File: config.mk
export PLATFORM = sky130hd
export DESIGN_NAME = pipe_ctrl_unit
export DESIGN_NICKNAME = d
export VERILOG_FILES = /design/src/rtl/pipe_ctrl_pkg.sv /design/src/rtl/ctrl_decode.sv /design/src/rtl/pipe_ctrl_unit.sv
export SDC_FILE = /design/constraint.sdc
export NUM_CORES = 1
export LEC_CHECK = 0
export CAP_MARGIN = 20
export CORE_MARGIN = 5
export CORE_UTILIZATION = 45
export CTS_CLUSTER_DIAMETER = 150
export CTS_CLUSTER_SIZE = 14
export DETAILED_ROUTE_END_ITERATION = 16
export GPL_ROUTABILITY_DRIVEN = 0
export GPL_TIMING_DRIVEN = 0
export PLACE_DENSITY_LB_ADDON = 0.08
export REMOVE_ABC_BUFFERS = 1
export SLEW_MARGIN = 20
export SYNTH_ARGS = -nofsm -noshare
export SYNTH_HDL_FRONTEND = slang
export SYNTH_HIERARCHICAL = 1
export SYNTH_SLANG_ARGS = --single-unit
File: constraint.sdc
create_clock -name clk -period 2 [get_ports clk]
set_input_delay 0.2 -clock clk [delete_from_list [all_inputs] [get_ports clk]]
set_output_delay 0.2 -clock clk [all_outputs]
set_load 0.005 [all_outputs]
File: src/rtl/pipe_ctrl_pkg.sv
// Shared types for the pipelined control unit: opcodes, ALUOp encodings and per-stage control bundles.
// Pure declarations; no latency or backpressure of its own.
package pipe_ctrl_pkg;

    localparam logic [6:0] OPC_RTYPE  = 7'b0110011;
    localparam logic [6:0] OPC_LOAD   = 7'b0000011;
    localparam logic [6:0] OPC_IALU   = 7'b0010011;
    localparam logic [6:0] OPC_STORE  = 7'b0100011;
    localparam logic [6:0] OPC_BRANCH = 7'b1100011;
    localparam logic [6:0] OPC_JAL    = 7'b1101111;
    localparam logic [6:0] OPC_JALR   = 7'b1100111;

    localparam logic [1:0] ALUOP_ADD    = 2'b00;
    localparam logic [1:0] ALUOP_BRANCH = 2'b01;
    localparam logic [1:0] ALUOP_FUNCT  = 2'b10;

    typedef struct packed {
        logic       branch;
        logic       jump;
        logic       memread;
        logic       memtoreg;
        logic       memwrite;
        logic       alusrc;
        logic       regwrite;
        logic [1:0] aluop;
    } ctrl_t;

    typedef struct packed {
        logic memread;
        logic memwrite;
        logic memtoreg;
        logic regwrite;
    } mem_ctrl_t;

    typedef struct packed {
        logic memtoreg;
        logic regwrite;
    } wb_ctrl_t;

    localparam ctrl_t CTRL_NOP = '0;

endpackage

File: src/rtl/ctrl_decode.sv
// Opcode to control-bundle decoder, plus which source registers the instruction reads.
// Latency: combinational. Backpressure: none.
module ctrl_decode
    import pipe_ctrl_pkg::*;
(
    input  logic [6:0] opcode,
    input  logic       valid,
    input  logic       rd_nz,
    output ctrl_t      ctrl,
    output logic       use_rs1,
    output logic       use_rs2
);

    always_comb begin
        ctrl    = CTRL_NOP;
        use_rs1 = 1'b0;
        use_rs2 = 1'b0;
        if (valid) begin
            case (opcode)
                OPC_RTYPE: begin
                    ctrl.regwrite = 1'b1;
                    ctrl.aluop    = ALUOP_FUNCT;
                    use_rs1       = 1'b1;
                    use_rs2       = 1'b1;
                end
                OPC_LOAD: begin
                    ctrl.memread  = 1'b1;
                    ctrl.memtoreg = 1'b1;
                    ctrl.alusrc   = 1'b1;
                    ctrl.regwrite = 1'b1;
                    use_rs1       = 1'b1;
                end
                OPC_IALU: begin
                    ctrl.alusrc   = 1'b1;
                    ctrl.regwrite = 1'b1;
                    use_rs1       = 1'b1;
                end
                OPC_STORE: begin
                    ctrl.memwrite = 1'b1;
                    ctrl.alusrc   = 1'b1;
                    use_rs1       = 1'b1;
                    use_rs2       = 1'b1;
                end
                OPC_BRANCH: begin
                    ctrl.branch = 1'b1;
                    ctrl.aluop  = ALUOP_BRANCH;
                    use_rs1     = 1'b1;
                    use_rs2     = 1'b1;
                end
                OPC_JAL: begin
                    ctrl.jump     = 1'b1;
                    ctrl.regwrite = 1'b1;
                end
                OPC_JALR: begin
                    ctrl.jump     = 1'b1;
                    ctrl.alusrc   = 1'b1;
                    ctrl.regwrite = 1'b1;
                    use_rs1       = 1'b1;
                end
                default: ;
            endcase
        end
        // x0 is never a real destination
        if (!rd_nz) begin
            ctrl.regwrite = 1'b0;
        end
    end

endmodule

File: src/rtl/pipe_ctrl_unit.sv
// Pipelined control unit: decode, load-use stall, taken-branch squash, ID/EX-EX/MEM-MEM/WB control regs.
// Latency: 1 cycle per stage; hazard_stall/flush_if_id combinational. Backpressure: ext_stall freezes all stages.
// PIPE_CTRL_PERF_EN adds saturating stall_cnt/flush_cnt counters.
module pipe_ctrl_unit
    import pipe_ctrl_pkg::*;
#(
    parameter int ALUOP_W = 2,
    parameter int RA_W    = 5,
    parameter int CNT_W   = 32
) (
    input  logic               clk,
    input  logic               rst_n,
    input  logic [6:0]         id_opcode,
    input  logic [RA_W-1:0]    id_rs1,
    input  logic [RA_W-1:0]    id_rs2,
    input  logic [RA_W-1:0]    id_rd,
    input  logic               id_valid,
    input  logic               ext_stall,
    input  logic               ex_taken,
    output logic               hazard_stall,
    output logic               flush_if_id,
    output logic [ALUOP_W-1:0] ex_aluop,
    output logic               ex_alusrc,
    output logic               ex_branch,
    output logic               ex_jump,
    output logic               ex_memread,
    output logic               ex_memwrite,
    output logic               ex_memtoreg,
    output logic               ex_regwrite,
    output logic [RA_W-1:0]    ex_rd,
    output logic               mem_memread,
    output logic               mem_memwrite,
    output logic               mem_memtoreg,
    output logic               mem_regwrite,
    output logic [RA_W-1:0]    mem_rd,
    output logic               wb_memtoreg,
    output logic               wb_regwrite,
    output logic [RA_W-1:0]    wb_rd
`ifdef PIPE_CTRL_PERF_EN
    ,
    output logic [CNT_W-1:0]   stall_cnt,
    output logic [CNT_W-1:0]   flush_cnt
`endif
);

    ctrl_t            dec_ctrl;
    logic             use_rs1, use_rs2;
    logic             taken, haz_raw;

    ctrl_t            ex_q, ex_d;
    mem_ctrl_t        mem_q, mem_d;
    wb_ctrl_t         wb_q, wb_d;
    logic [RA_W-1:0]  ex_rd_q, ex_rd_d, mem_rd_q, mem_rd_d, wb_rd_q, wb_rd_d;

    ctrl_decode u_decode (
        .opcode  (id_opcode),
        .valid   (id_valid),
        .rd_nz   (id_rd != '0),
        .ctrl    (dec_ctrl),
        .use_rs1 (use_rs1),
        .use_rs2 (use_rs2)
    );

    assign taken   = ex_taken & (ex_q.branch | ex_q.jump);
    assign haz_raw = ex_q.memread && (ex_rd_q != '0) && id_valid &&
                     ((use_rs1 && (id_rs1 == ex_rd_q)) || (use_rs2 && (id_rs2 == ex_rd_q)));

    // The instruction in ID is squashed on a taken branch, so it cannot stall.
    assign hazard_stall = haz_raw & ~taken;
    assign flush_if_id  = taken;

    always_comb begin
        ex_d     = ex_q;
        ex_rd_d  = ex_rd_q;
        mem_d    = mem_q;
        mem_rd_d = mem_rd_q;
        wb_d     = wb_q;
        wb_rd_d  = wb_rd_q;
        if (!ext_stall) begin
            if (taken || hazard_stall) begin
                ex_d    = CTRL_NOP;
                ex_rd_d = '0;
            end else begin
                ex_d    = dec_ctrl;
                ex_rd_d = id_valid ? id_rd : '0;
            end
            mem_d    = {ex_q.memread, ex_q.memwrite, ex_q.memtoreg, ex_q.regwrite};
            mem_rd_d = ex_rd_q;
            wb_d     = {mem_q.memtoreg, mem_q.regwrite};
            wb_rd_d  = mem_rd_q;
        end
    end

    always_ff @(posedge clk or negedge rst_n) begin
        if (!rst_n) begin
            ex_q     <= CTRL_NOP;
            ex_rd_q  <= '0;
            mem_q    <= '0;
            mem_rd_q <= '0;
            wb_q     <= '0;
            wb_rd_q  <= '0;
        end else begin
            ex_q     <= ex_d;
            ex_rd_q  <= ex_rd_d;
            mem_q    <= mem_d;
            mem_rd_q <= mem_rd_d;
            wb_q     <= wb_d;
            wb_rd_q  <= wb_rd_d;
        end
    end

    assign ex_aluop     = ALUOP_W'(ex_q.aluop);
    assign ex_alusrc    = ex_q.alusrc;
    assign ex_branch    = ex_q.branch;
    assign ex_jump      = ex_q.jump;
    assign ex_memread   = ex_q.memread;
    assign ex_memwrite  = ex_q.memwrite;
    assign ex_memtoreg  = ex_q.memtoreg;
    assign ex_regwrite  = ex_q.regwrite;
    assign ex_rd        = ex_rd_q;
    assign mem_memread  = mem_q.memread;
    assign mem_memwrite = mem_q.memwrite;
    assign mem_memtoreg = mem_q.memtoreg;
    assign mem_regwrite = mem_q.regwrite;
    assign mem_rd       = mem_rd_q;
    assign wb_memtoreg  = wb_q.memtoreg;
    assign wb_regwrite  = wb_q.regwrite;
    assign wb_rd        = wb_rd_q;

`ifdef PIPE_CTRL_PERF_EN
    logic [CNT_W-1:0] stall_cnt_q, stall_cnt_d, flush_cnt_q, flush_cnt_d;

    always_comb begin
        stall_cnt_d = stall_cnt_q;
        flush_cnt_d = flush_cnt_q;
        if (hazard_stall && !ext_stall && (stall_cnt_q != '1)) begin
            stall_cnt_d = stall_cnt_q + 1'b1;
        end
        if (flush_if_id && !ext_stall && (flush_cnt_q != '1)) begin
            flush_cnt_d = flush_cnt_q + 1'b1;
        end
    end

    always_ff @(posedge clk or negedge rst_n) begin
        if (!rst_n) begin
            stall_cnt_q <= '0;
            flush_cnt_q <= '0;
        end else begin
            stall_cnt_q <= stall_cnt_d;
            flush_cnt_q <= flush_cnt_d;
        end
    end

    assign stall_cnt = stall_cnt_q;
    assign flush_cnt = flush_cnt_q;
`endif

endmodule

## After elaboration in Yosys (flattened, before gate mapping)

Index checks and enable logic that the tools add are counted.

| storage, ports and cells | value |
|---|---|
| flip-flop bits (word level) | 30 |

| cells by class | value |
|---|---|
| equal/unequal tests | 9 |
| multiplexer cells | 16 |
| reductions and logical operators | 14 |
| bitwise gates (word level) | 4 |

Operator list:

| cell | number |
|---|---|
| $eq 7x7->1 const B | 3 |
| $mux 9 | 2 |
| $eq 7x6->1 const B | 2 |
| $eq 5x5->1 | 2 |
| $mux 1 | 10 |
| $mux 5 | 2 |
| $reduce_bool 5->1 | 2 |
| $eq 7x2->1 const B | 1 |
| $eq 7x5->1 const B | 1 |
| $reduce_or 6->1 | 1 |
| $logic_and 1x1->1 | 5 |
| $reduce_or 5->1 | 1 |
| $pmux 2 s2 | 1 |
| $reduce_or 4->1 | 1 |
| $reduce_or 3->1 | 1 |
| $and 1x1->1 | 2 |
| $logic_or 1x1->1 | 2 |
| $mux 2 | 1 |
| $reduce_or 2->1 | 1 |
| $not 1->1 | 1 |
| $or 1x1->1 | 1 |

## Depth between registers and ports, before layout

| logic depth | value |
|---|---|
| depth in word-level cells | 10 |
| mapped depth | 7 |

## Modules after synthesis

The synthesis kept the hierarchy.

By module, submodules not included:

| module | sequential area each (µm²) | area each (µm²) | cells an instance | times used |
|---|---|---|---|---|
| pipe_ctrl_unit | 750.7 | 1534.0 | 129 | 1 |
| ctrl_decode | 0.0 | 143.9 | 24 | 1 |

## Worst setup path before layout

OpenSTA, ideal clock, no wires.

| timing | value |
|---|---|
| path kind | flip-flop to output port |
| start point | reg ex_rd_q[1] (netlist: ex_rd[1]) |
| end point | out hazard_stall |
| buffers on the path | 1 |
| data arrival time | 1.418 ns |
| slack | 0.382 ns |
| cell stages (with the launch flop) | 5 |
| path through | dfrtp_1 -> or4_4 -> o211ai_4 -> buf_6 -> nor3b_1 |

| between the ends | value |
|---|---|
| word-level cells in the longest chain between the ends | 5 |
| elaborated cells on any way between the ends | 10 |

Ends and longest elaborated chain:

| item | line | RTL |
|---|---|---|
| start: declaration | pipe_ctrl_unit.sv:53 | `logic [RA_W-1:0] ex_rd_q, ex_rd_d, mem_rd_q, mem_rd_d, wb_rd_q, wb_rd_d;` |
| start signal: assignment | pipe_ctrl_unit.sv:104 | `ex_rd_q <= ex_rd_d;` |
| $eq 5x5->1 or $reduce_bool 5->1 (tied branches) | pipe_ctrl_unit.sv:66, pipe_ctrl_unit.sv:65 |  |
| $logic_and 1x1->1 (on tied branches) | pipe_ctrl_unit.sv:66, pipe_ctrl_unit.sv:65 |  |
| $logic_or 1x1->1 or $logic_and 1x1->1 (tied branches) | pipe_ctrl_unit.sv:66, pipe_ctrl_unit.sv:65 |  |
| $logic_and 1x1->1 * | pipe_ctrl_unit.sv:65 | `assign haz_raw = ex_q.memread && (ex_rd_q != '0) && id_valid &&` |
| $and 1x1->1 * | pipe_ctrl_unit.sv:69 | `assign hazard_stall = haz_raw & ~taken;` |
| end: declaration | pipe_ctrl_unit.sv:20 | `output logic hazard_stall,` |

Every way passes the cells marked *; elsewhere a longest branch is shown, timed or not.

## Worst setup path after layout

Same ends and word-level chain as after synthesis.

==> qor.txt <==
Max clock buf depth - 2
FMAX - 0.522 GHz
crit start category - flip-flop
Netlist cell types - 32
final setup fails - 0
commonest non-fill, non-tap cell in the layout - clkdlybuf4s50_1
Die Span X - 71.1 µm
Gate power share - 21.7%
min cycle time layout - 1.92 ns
vias per inst - 5.56
Synth warnings - 6
met2 WL - 2080 µm
Tot GR Track Use - 18.1%
vias in the first global route - 1528
Skew-Pair Late Insertion Delay - 0.28 ns
Pwr Total - 1.54 mW
Worst VDD drop - 0.400 mV
post-layout worst setup margin - 0.0828 ns
final hold vios - 0
PwrDens - 617 nW/µm²
#FFs+latches synth - 30
fill cell count - 286
die footprint - 5050 µm²
TritonCTS buffer count - 5
top sig layer - met4
Layout Area Growth over Synthesis - 48.5%
via count - 1473
I/O pin cnt - 59
clock network fraction of total power - 31.9%
non-filler instance count after layout - 265
largest net degree at the start of global routing - 31
Cell Area, Synth - 1680 µm²
post-synthesis cell count - 153
Final Hold Slack - 0.478 ns
CP endpoint kind - output pin
Max Cap Viol - 0
Multi-input gate area - 938 µm²
First DRT Iteration DRCs - 76
leading cell types in the layout, fill and taps excluded - clkdlybuf4s50_1 (50), dfrtp_1 (29), mux2_2 (16)
sequential power share - 46.4%
met1 WL - 1730 µm
total gr overflow - 0
DRT Wirelength - 4120 µm
RSZ-0062 raised after global routing - no
dpl hpwl - 2970 µm
I/O Buffers - 58
outcome - completed
relative slew slack - 56.1%
Worst EP required - 1.80 ns
slew of the pin with the lowest slew margin - 0.659 ns
register area - 752 µm²
routed length per instance - 15.6 µm
switching pwr - 0.385 mW
met3 WL - 236 µm
nets@finish - 243
Site Rows - 22
sequential share of the synthesized area - 44.7%
period utilisation layout - 95.9%
htree depth - 2
CTS Sinks - 30
CP Data Arrival Time - 1.72 ns
initial antenna violation count - 0
P_leak - 0.982 nW
# placed instances - 252
Placement Setup Slack - -0.931 ns
hold crit path type - in -> async
Internal Power - 1.15 mW
Setup TNS - 0 ns
first-pass GRT wire length - 7190 µm
CTS tree - done
layout cell share with drive strength beyond 1 - 28.6%
starting density of the core - 46.2%
Antenna Violating Nets Remaining - 0
Worst Path Max Fanout - 6
root buffer cell - clkbuf_8
antenna cell count - 0
first-pass detailed-route iteration total - 4
Residual DRC - 0
Mapped Avg Cell Area - 11.0 µm²
Final Max Slew Viols - 0
CP Class - reg -> out
core region area - 3630 µm²
Max Clock Skew - 0.00728 ns
die height - 71.1 µm
clock-pin slew on the worst setup and hold paths - 0.06 ns
Sw Ratio - 25.0%
area by class of cell:
type / count / share of cell area, %
inverter: 1 / 0.151
sequential: 30 / 30.2
multi-input combinational: 113 / 37.7
clock buffer: 7 / 3.47
timing repair buffer: 65 / 25.9
clock inverter: 1 / 0.201
tap: 48 / 2.41
stage by stage:
stage | utilization [%] | instance area [µm²]
4_1_cts | 67.9 | 2470
2_1_floorplan | - | 1630
3_5_place_dp | 63.4 | 2300
6_report | 68.6 | 2490
3_3_place_gp | 62.5 | 2270
5_1_grt | 68.6 | 2490
metal layers:
| layer | vias to the layer above | global-route usage [%] |
|---|---|---|
| li1 | 702 | - |
| met1 | 722 | 21.1 |
| met2 | 42 | 31.2 |
| met3 | 7 | 4.69 |
| met4 | 0 | 7.93 |
| met5 | - | 0 |
cells by family (layout without fill, tap and decap cells):
| family | after synthesis | in the layout | share of synthesized area (%) |
|---|---|---|---|
| buffers and inverters | 10 | 74 | 3.13 |
| multiplexers | 16 | 16 | 10.7 |
| XOR/XNOR | 10 | 10 | 5.22 |
| flip-flops | 30 | 30 | 44.7 |
| AO/OA/AOI/OAI | 34 | 34 | 16.0 |
| AND/OR/NAND/NOR | 53 | 53 | 20.2 |
power by group through the flow:
stage,Combinational [mW],Sequential [mW],Clock (mW)
floorplan,0.107,0.717,0
global placement,0.317,0.719,0
detailed placement,0.328,0.723,0
CTS,0.336,0.713,0.505
global route,0.363,0.723,0.528
finish,0.334,0.713,0.490
synth_stat cells:
cell type	n	area (µm²)
a21oi_1	2	10.0
a22oi_1	8	60.1
a22oi_2	1	12.5
a32oi_1	5	43.8
and3_1	1	6.26
and3_2	3	22.5
buf_1	2	7.51
buf_2	2	10.0
buf_4	1	7.51
buf_6	1	11.3
clkbuf_1	2	7.51
clkbuf_2	1	5.00
dfrtp_1	30	751
inv_2	1	3.75
mux2_2	16	180
nand2_1	10	37.5
nand3_1	2	10.0
nand3b_1	9	67.6
nand4_1	3	18.8
nor2_1	4	15.0
nor2b_1	1	6.26
nor3_1	5	25.0
nor3b_1	10	75.1
nor3b_2	2	25.0
o211ai_4	1	21.3
o21ai_0	4	20.0
o21ai_1	3	15.0
o21ai_2	9	78.8
o22ai_1	1	6.26
or4_1	1	7.51
or4_4	2	22.5
xnor2_1	10	87.6
repair_timing:
item	CTS	global route
setup buffers	4	0
pin swaps	6	1
endpoints found under the hold margin	30	0
hold buffers	1	0
endpoints found under the setup margin	10	9
gates resized for setup	16	6
sequential cells by signal (all words and copies together), names as in the netlist:
name	flops
ex_branch	1
ex_memwrite	1
ex_jump	1
ex_memtoreg	1
mem_memread	1
mem_memwrite	1
mem_regwrite	1
ex_regwrite	1
wb_rd	5
mem_rd	5
ex_rd	5
ex_alusrc	1
ex_aluop	2
wb_memtoreg	1
wb_regwrite	1
mem_memtoreg	1
ex_memread	1
critical path, stage by stage, from the launching register on:
cell and delay (ns):
dfrtp_2 0.46, or4_4 0.56, o211ai_4 0.22, nor3b_2 0.06
buf_2 0.13
path summary, 6_finish.rpt:
kind                            cells after the start  slack (ns)            to         start
worst max register to register                      5        0.19      ex_rd[4]      ex_rd[1]
worst min-delay path                                2        0.48      wb_rd[2]         rst_n
max in group asynchronous                           2        1.05      ex_rd[1]         rst_n
worst min register to register                      1        0.50      wb_rd[3]      wb_rd[3]
worst max-delay path                                4        0.08  hazard_stall      ex_rd[1]
min in group clk                                    5        0.48       ex_jump  id_opcode[2]
(Power assumes the default switching activity.)
